File: src/rtl/signed_result_to_bcd.sv
// ----------------------------------------------------------------------------
// signed_result_to_bcd: signed two's-complement value -> sign + BCD, one bit/clk
// Rev 1.0
// ----------------------------------------------------------------------------
`default_nettype none

module signed_result_to_bcd #(
  parameter int WIDTH  = 5,
  parameter int DIGITS = 2
) (
  input  logic                  clk,
  input  logic                  rst,
  input  logic                  in_valid,
  output logic                  in_ready,
  input  logic [WIDTH-1:0]      in_data,
  output logic                  out_valid,
  input  logic                  out_ready,
  output logic                  out_sign,
  output logic [4*DIGITS-1:0]   out_bcd,
  output logic                  busy
);

  localparam int            BW   = 4 * DIGITS;
  localparam int            CW   = $clog2(WIDTH + 1);
  localparam logic [CW-1:0] LAST = CW'(WIDTH - 1);

  typedef enum logic [1:0] {
    S_IDLE = 2'd0,
    S_CONV = 2'd1,
    S_DONE = 2'd2
  } state_e;

  state_e              state_q, state_d;
  logic                sign_q, sign_d;
  logic [WIDTH-1:0]    mag_q, mag_d;
  logic [BW-1:0]       scr_q, scr_d;
  logic [CW-1:0]       cnt_q, cnt_d;
  logic                out_sign_q, out_sign_d;
  logic [BW-1:0]       out_bcd_q, out_bcd_d;

  logic [WIDTH-1:0]    in_mag;
  logic [BW-1:0]       scr_adj;
  logic [BW+WIDTH-1:0] shifted;

  // Negating in WIDTH bits keeps the most-negative value exact as an unsigned magnitude
  assign in_mag = in_data[WIDTH-1] ? (~in_data + WIDTH'(1)) : in_data;

  for (genvar g = 0; g < DIGITS; g++) begin : g_adj
    assign scr_adj[4*g +: 4] = (scr_q[4*g +: 4] >= 4'd5) ? (scr_q[4*g +: 4] + 4'd3)
                                                          : scr_q[4*g +: 4];
  end

  assign shifted = {scr_adj, mag_q} << 1;

  always_comb begin
    state_d    = state_q;
    sign_d     = sign_q;
    mag_d      = mag_q;
    scr_d      = scr_q;
    cnt_d      = cnt_q;
    out_sign_d = out_sign_q;
    out_bcd_d  = out_bcd_q;
    case (state_q)
      S_IDLE: begin
        if (in_valid) begin
          sign_d  = in_data[WIDTH-1];
          mag_d   = in_mag;
          scr_d   = '0;
          cnt_d   = '0;
          state_d = S_CONV;
        end
      end
      S_CONV: begin
        scr_d = shifted[BW+WIDTH-1:WIDTH];
        mag_d = shifted[WIDTH-1:0];
        cnt_d = cnt_q + CW'(1);
        if (cnt_q == LAST) begin
          out_sign_d = sign_q;
          out_bcd_d  = shifted[BW+WIDTH-1:WIDTH];
          state_d    = S_DONE;
        end
      end
      S_DONE: begin
        if (out_ready) begin
          state_d = S_IDLE;
        end
      end
      default: state_d = S_IDLE;
    endcase
  end

  always_ff @(posedge clk or posedge rst) begin
    if (rst) begin
      state_q    <= S_IDLE;
      sign_q     <= 1'b0;
      mag_q      <= '0;
      scr_q      <= '0;
      cnt_q      <= '0;
      out_sign_q <= 1'b0;
      out_bcd_q  <= '0;
    end else begin
      state_q    <= state_d;
      sign_q     <= sign_d;
      mag_q      <= mag_d;
      scr_q      <= scr_d;
      cnt_q      <= cnt_d;
      out_sign_q <= out_sign_d;
      out_bcd_q  <= out_bcd_d;
    end
  end

  assign in_ready  = (state_q == S_IDLE);
  assign busy      = (state_q == S_CONV);
  assign out_valid = (state_q == S_DONE);
  assign out_sign  = out_sign_q;
  assign out_bcd   = out_bcd_q;

endmodule

`default_nettype wire
File: config.mk
export PLATFORM = sky130hd
export DESIGN_NAME = signed_result_to_bcd
export DESIGN_NICKNAME = d
export VERILOG_FILES = /design/src/rtl/signed_result_to_bcd.sv
export SDC_FILE = /design/constraint.sdc
export NUM_CORES = 1
export LEC_CHECK = 0
export CAP_MARGIN = 40
export CORE_MARGIN = 2
export CORE_UTILIZATION = 50
export CTS_BUF_LIST = sky130_fd_sc_hd__clkbuf_4
export CTS_CLUSTER_DIAMETER = 200
export CTS_CLUSTER_SIZE = 30
export DETAILED_ROUTE_END_ITERATION = 12
export GPL_TIMING_DRIVEN = 0
export PLACE_DENSITY_LB_ADDON = 0.15
export REMOVE_ABC_BUFFERS = 1
export SYNTH_ARGS = -nofsm -noshare
export SYNTH_HDL_FRONTEND = slang
export SYNTH_SLANG_ARGS = --single-unit
File: constraint.sdc
create_clock -name clk -period 1.8 [get_ports clk]
set_clock_uncertainty 0.15 [all_clocks]
set_input_delay 0.54 -clock clk [delete_from_list [all_inputs] [get_ports clk]]
set_output_delay 0.54 -clock clk [all_outputs]
set_load 0.01 [all_outputs]
==> summary.txt <==
final hold violations: 0
placed inst area: 1655 sq um
port buffer count: 20
FP Rows: 19
sequential-to-total area share from yosys stat: 48.91%
H-tree levels: 1
# setup viols final: 2
wire per inst: 13.96 um
number of global-route vias before repair: 1,112
leakage power: 0.8712 nW
Sink Count: 28
Startpoint Class: register
Max clock buf depth: 2
Reg clk slew, reported paths: 0.14 ns
global-route wire length before repair: 4795 um
Area Growth Syn to Fin: 28.21%
fin crit share: 102.6%
unrepaired setup endpoints after global routing: yes
post-layout minimum cycle time: 1.847 ns
post-placement setup slack: -0.3019 ns
Critical Path End Type: output port
Fmax: 0.5414 GHz
Pins Over Slew Limit: 0
Clk Tree Root Cell: clkbuf_4
worst min-delay path class: primary input to async pin
initial antenna violation count: 0
Iter 0 DRT Violations: 25
post-DP HPWL: 1893 um
slowest cell delay on critical path: 0.45 ns
#FFs+latches synth: 28
Final Worst Setup Slack: -0.04717 ns
Die X: 57.53 um
drt pass-1 iters: 8
P per Cell Area: 1647 nW/um^2
critical path required time: 1.11 ns
largest net degree at the start of global routing: 22
core footprint: 2734 sq um
nets@finish: 190
via/cell ratio: 5.458
Peak VDD IR: 0.9239 mV
Tot GR Track Use: 18.58%
Post-Place Cells: 187
setup TNS: -0.07126 ns
Synthesis Warnings: 0
Max FO, Critical Path: 4
kind of critical path: register to output port
CTS tree: built
DR vias: 1,108
final RePlAce weighted congestion: 0.6905
n_diodes: 0
Cells after Synth: 140
Max Cap Viol: 0
failing checks: setup timing
final cell count without fillers: 203
outcome: finished with violations
initial core utilization: 52.40%
Slew @ Worst Pin: 0.4097 ns
GR Overflow Total: 0
Critical R2R Launch: scr_q[1]
relative slew slack: 72.61%
number of remaining DRC errors: 0
final instance area: 1837 sq um
CTS Hold Bufs: 0
Chip Height: 57.53 um
Distinct cells, synth: 29
worst reg2reg setup slack: 0.07 ns
CP max stage cell: dfrtp_2
Detail Route Antenna Nets: 0
WL final: 2833 um
Most Frequent Cell on Critical Path: buf_6
arrival time at the worst endpoint: 1.16 ns
share of cells above drive strength 1: 24.42%
Final Total Pwr: 3.025 mW
Die Area: 3310 sq um
worst path cell trace: buf_6 -> nand2b_4 -> clkinv_4 -> buf_6
syn_area_per_cell: 10.23 sq um
Clk Latency, worst-skew pair: 0.33 ns
io pins: 21
Cell Area, Synth: 1433 sq um
Worst Reg-to-Reg Cells: 6
total CTS buffers: 3
RR Endpoint: scr_q[2]
[report_power, final]
part | total (mW) | switching, mW | leakage, nW | internal [mW]
Sequential | 1.10 | 0.209 | 0.358 | 0.893
Combinational | 1.67 | 0.804 | 0.500 | 0.861
Clock | 0.257 | 0.179 | 0.0138 | 0.0786
Total | 3.02 | 1.19 | 0.871 | 1.83
[metrics by stage]
step / utilization, % / hold WS [ns]
after floorplan: - / 0.2998
after global placement: 59.54 / 0.3105
after detailed placement: 60.55 / 0.3185
after CTS: 64.07 / 0.3412
after global routing: 67.19 / 0.3532
final: 67.19 / 0.3335
[layer usage]
layer	share of wire [%]	vias to the layer above	global-route usage (%)
met5	0	-	0
met4	1.3	0	6.977
met3	4.1	4	2.268
met2	50	29	32.79
met1	45	534	23.13
li1	-	541	-
[kinds of logic after synthesis]
group	after synthesis	share of synthesized area [%]
AOI/OAI and AO/OA	38	16.16
xor gates and xnor gates	4	2.445
adders and majority gates	7	6.113
buffers and inverters	18	6.812
DFF	28	48.91
muxes	7	5.939
and+or+nand+nor	38	13.63
[worst max-delay path: cells and delay by family, from the launching register on]
family / cells / cell delay, ns
buffers and inverters: 3 / 0.30
flip-flops: 1 / 0.45
AND/OR/NAND/NOR: 1 / 0.08
[sequential cells by signal, summed over array words and instances, names as in the netlist]
register,flops
cnt_q,3
mag_q,5
out_bcd,8
out_sign,1
scr_q,8
sign_q,1
state_q,2
[worst max-delay path by stage]
stage | cells past startpoint | to | from
after floorplan | 6 | scr_q[2] | scr_q[0]
after global placement | 3 | busy | state_q[0]
after detailed placement | 6 | mag_q[1] | in_data[1]
after CTS | 3 | out_valid | state_q[0]
after global routing | 4 | busy | state_q[0]
final | 4 | busy | state_q[0]
[area by class of cell]
type | count | area (sq um)
clock buffer | 3 | 22.52
fill | 206 | 897.1
multi-input combinational | 94 | 693.2
timing repair buffer | 34 | 325.3
tap | 31 | 38.79
sequential | 28 | 703.2
inverter | 13 | 53.80
[what timing repair did]
item / 4_1_cts / 5_1_grt
setup endpoints to repair: 16 / 16
gates resized for setup: 30 / 13
cloned: 0 / 0
pin swaps: 0 / 2
setup buffers: 8 / 5
[cell usage in the layout, fill, tap and decap left out]
| master | Yosys | layout |
|---|---|---|
| dfrtp_1 | 28 | 26 |
| nand2_1 | 21 | 21 |
| o21ai_0 | 20 | 18 |
| buf_4 | 0 | 11 |
| inv_1 | 12 | 10 |
| dlygate4sd2_1 | 0 | 9 |
| clkdlybuf4s50_1 | 0 | 8 |
| ha_1 | 7 | 5 |
| buf_6 | 3 | 5 |
| xnor2_1 | 4 | 4 |
| a21oi_1 | 6 | 4 |
| nor3_1 | 4 | 4 |
| mux2_4 | 2 | 3 |
| nor3b_1 | 3 | 3 |
| mux2_2 | 4 | 3 |
| a22o_1 | 3 | 3 |
| clkbuf_4 | 0 | 3 |
| nand2b_4 | 1 | 2 |
| inv_2 | 0 | 2 |
| nand2b_1 | 3 | 2 |
| a21oi_2 | 0 | 2 |
| o21ai_2 | 2 | 2 |
| nand3_1 | 2 | 2 |
| a22oi_1 | 2 | 2 |
| o21ai_1 | 0 | 2 |
| ha_4 | 0 | 2 |
| dfrtp_2 | 0 | 2 |
| clkinv_4 | 1 | 1 |
| nand3_4 | 1 | 1 |
| o21bai_4 | 0 | 1 |
| nor2_1 | 2 | 1 |
| a32oi_1 | 1 | 1 |
| nor2_4 | 0 | 1 |
| o31ai_1 | 1 | 1 |
| a31oi_1 | 1 | 1 |
| mux2i_1 | 1 | 1 |
| o31a_1 | 1 | 1 |
| nor2b_1 | 1 | 1 |
| buf_16 | 0 | 1 |
[synthesized netlist by cell type, drive strengths merged]
| cell type | instances | area share (%) |
|---|---|---|
| a21oi | 6 | 2.1 |
| a22o | 3 | 1.8 |
| a22oi | 2 | 1.0 |
| a31oi | 1 | 0.44 |
| a32oi | 1 | 0.61 |
| buf | 5 | 3.1 |
| clkinv | 1 | 0.61 |
| dfrtp | 28 | 49 |
| ha | 7 | 6.1 |
| inv | 12 | 3.1 |
| mux2 | 6 | 5.2 |
| mux2i | 1 | 0.70 |
| nand2 | 21 | 5.5 |
| nand2b | 4 | 2.3 |
| nand3 | 3 | 1.9 |
| nor2 | 2 | 0.52 |
| nor2b | 1 | 0.44 |
| nor3 | 4 | 1.4 |
| nor3b | 3 | 1.6 |
| o21ai | 22 | 8.2 |
| o21bai | 1 | 0.79 |
| o31a | 1 | 0.61 |
| o31ai | 1 | 0.52 |
| xnor2 | 4 | 2.4 |
No activity file was read; power rests on OpenSTA's default activity.
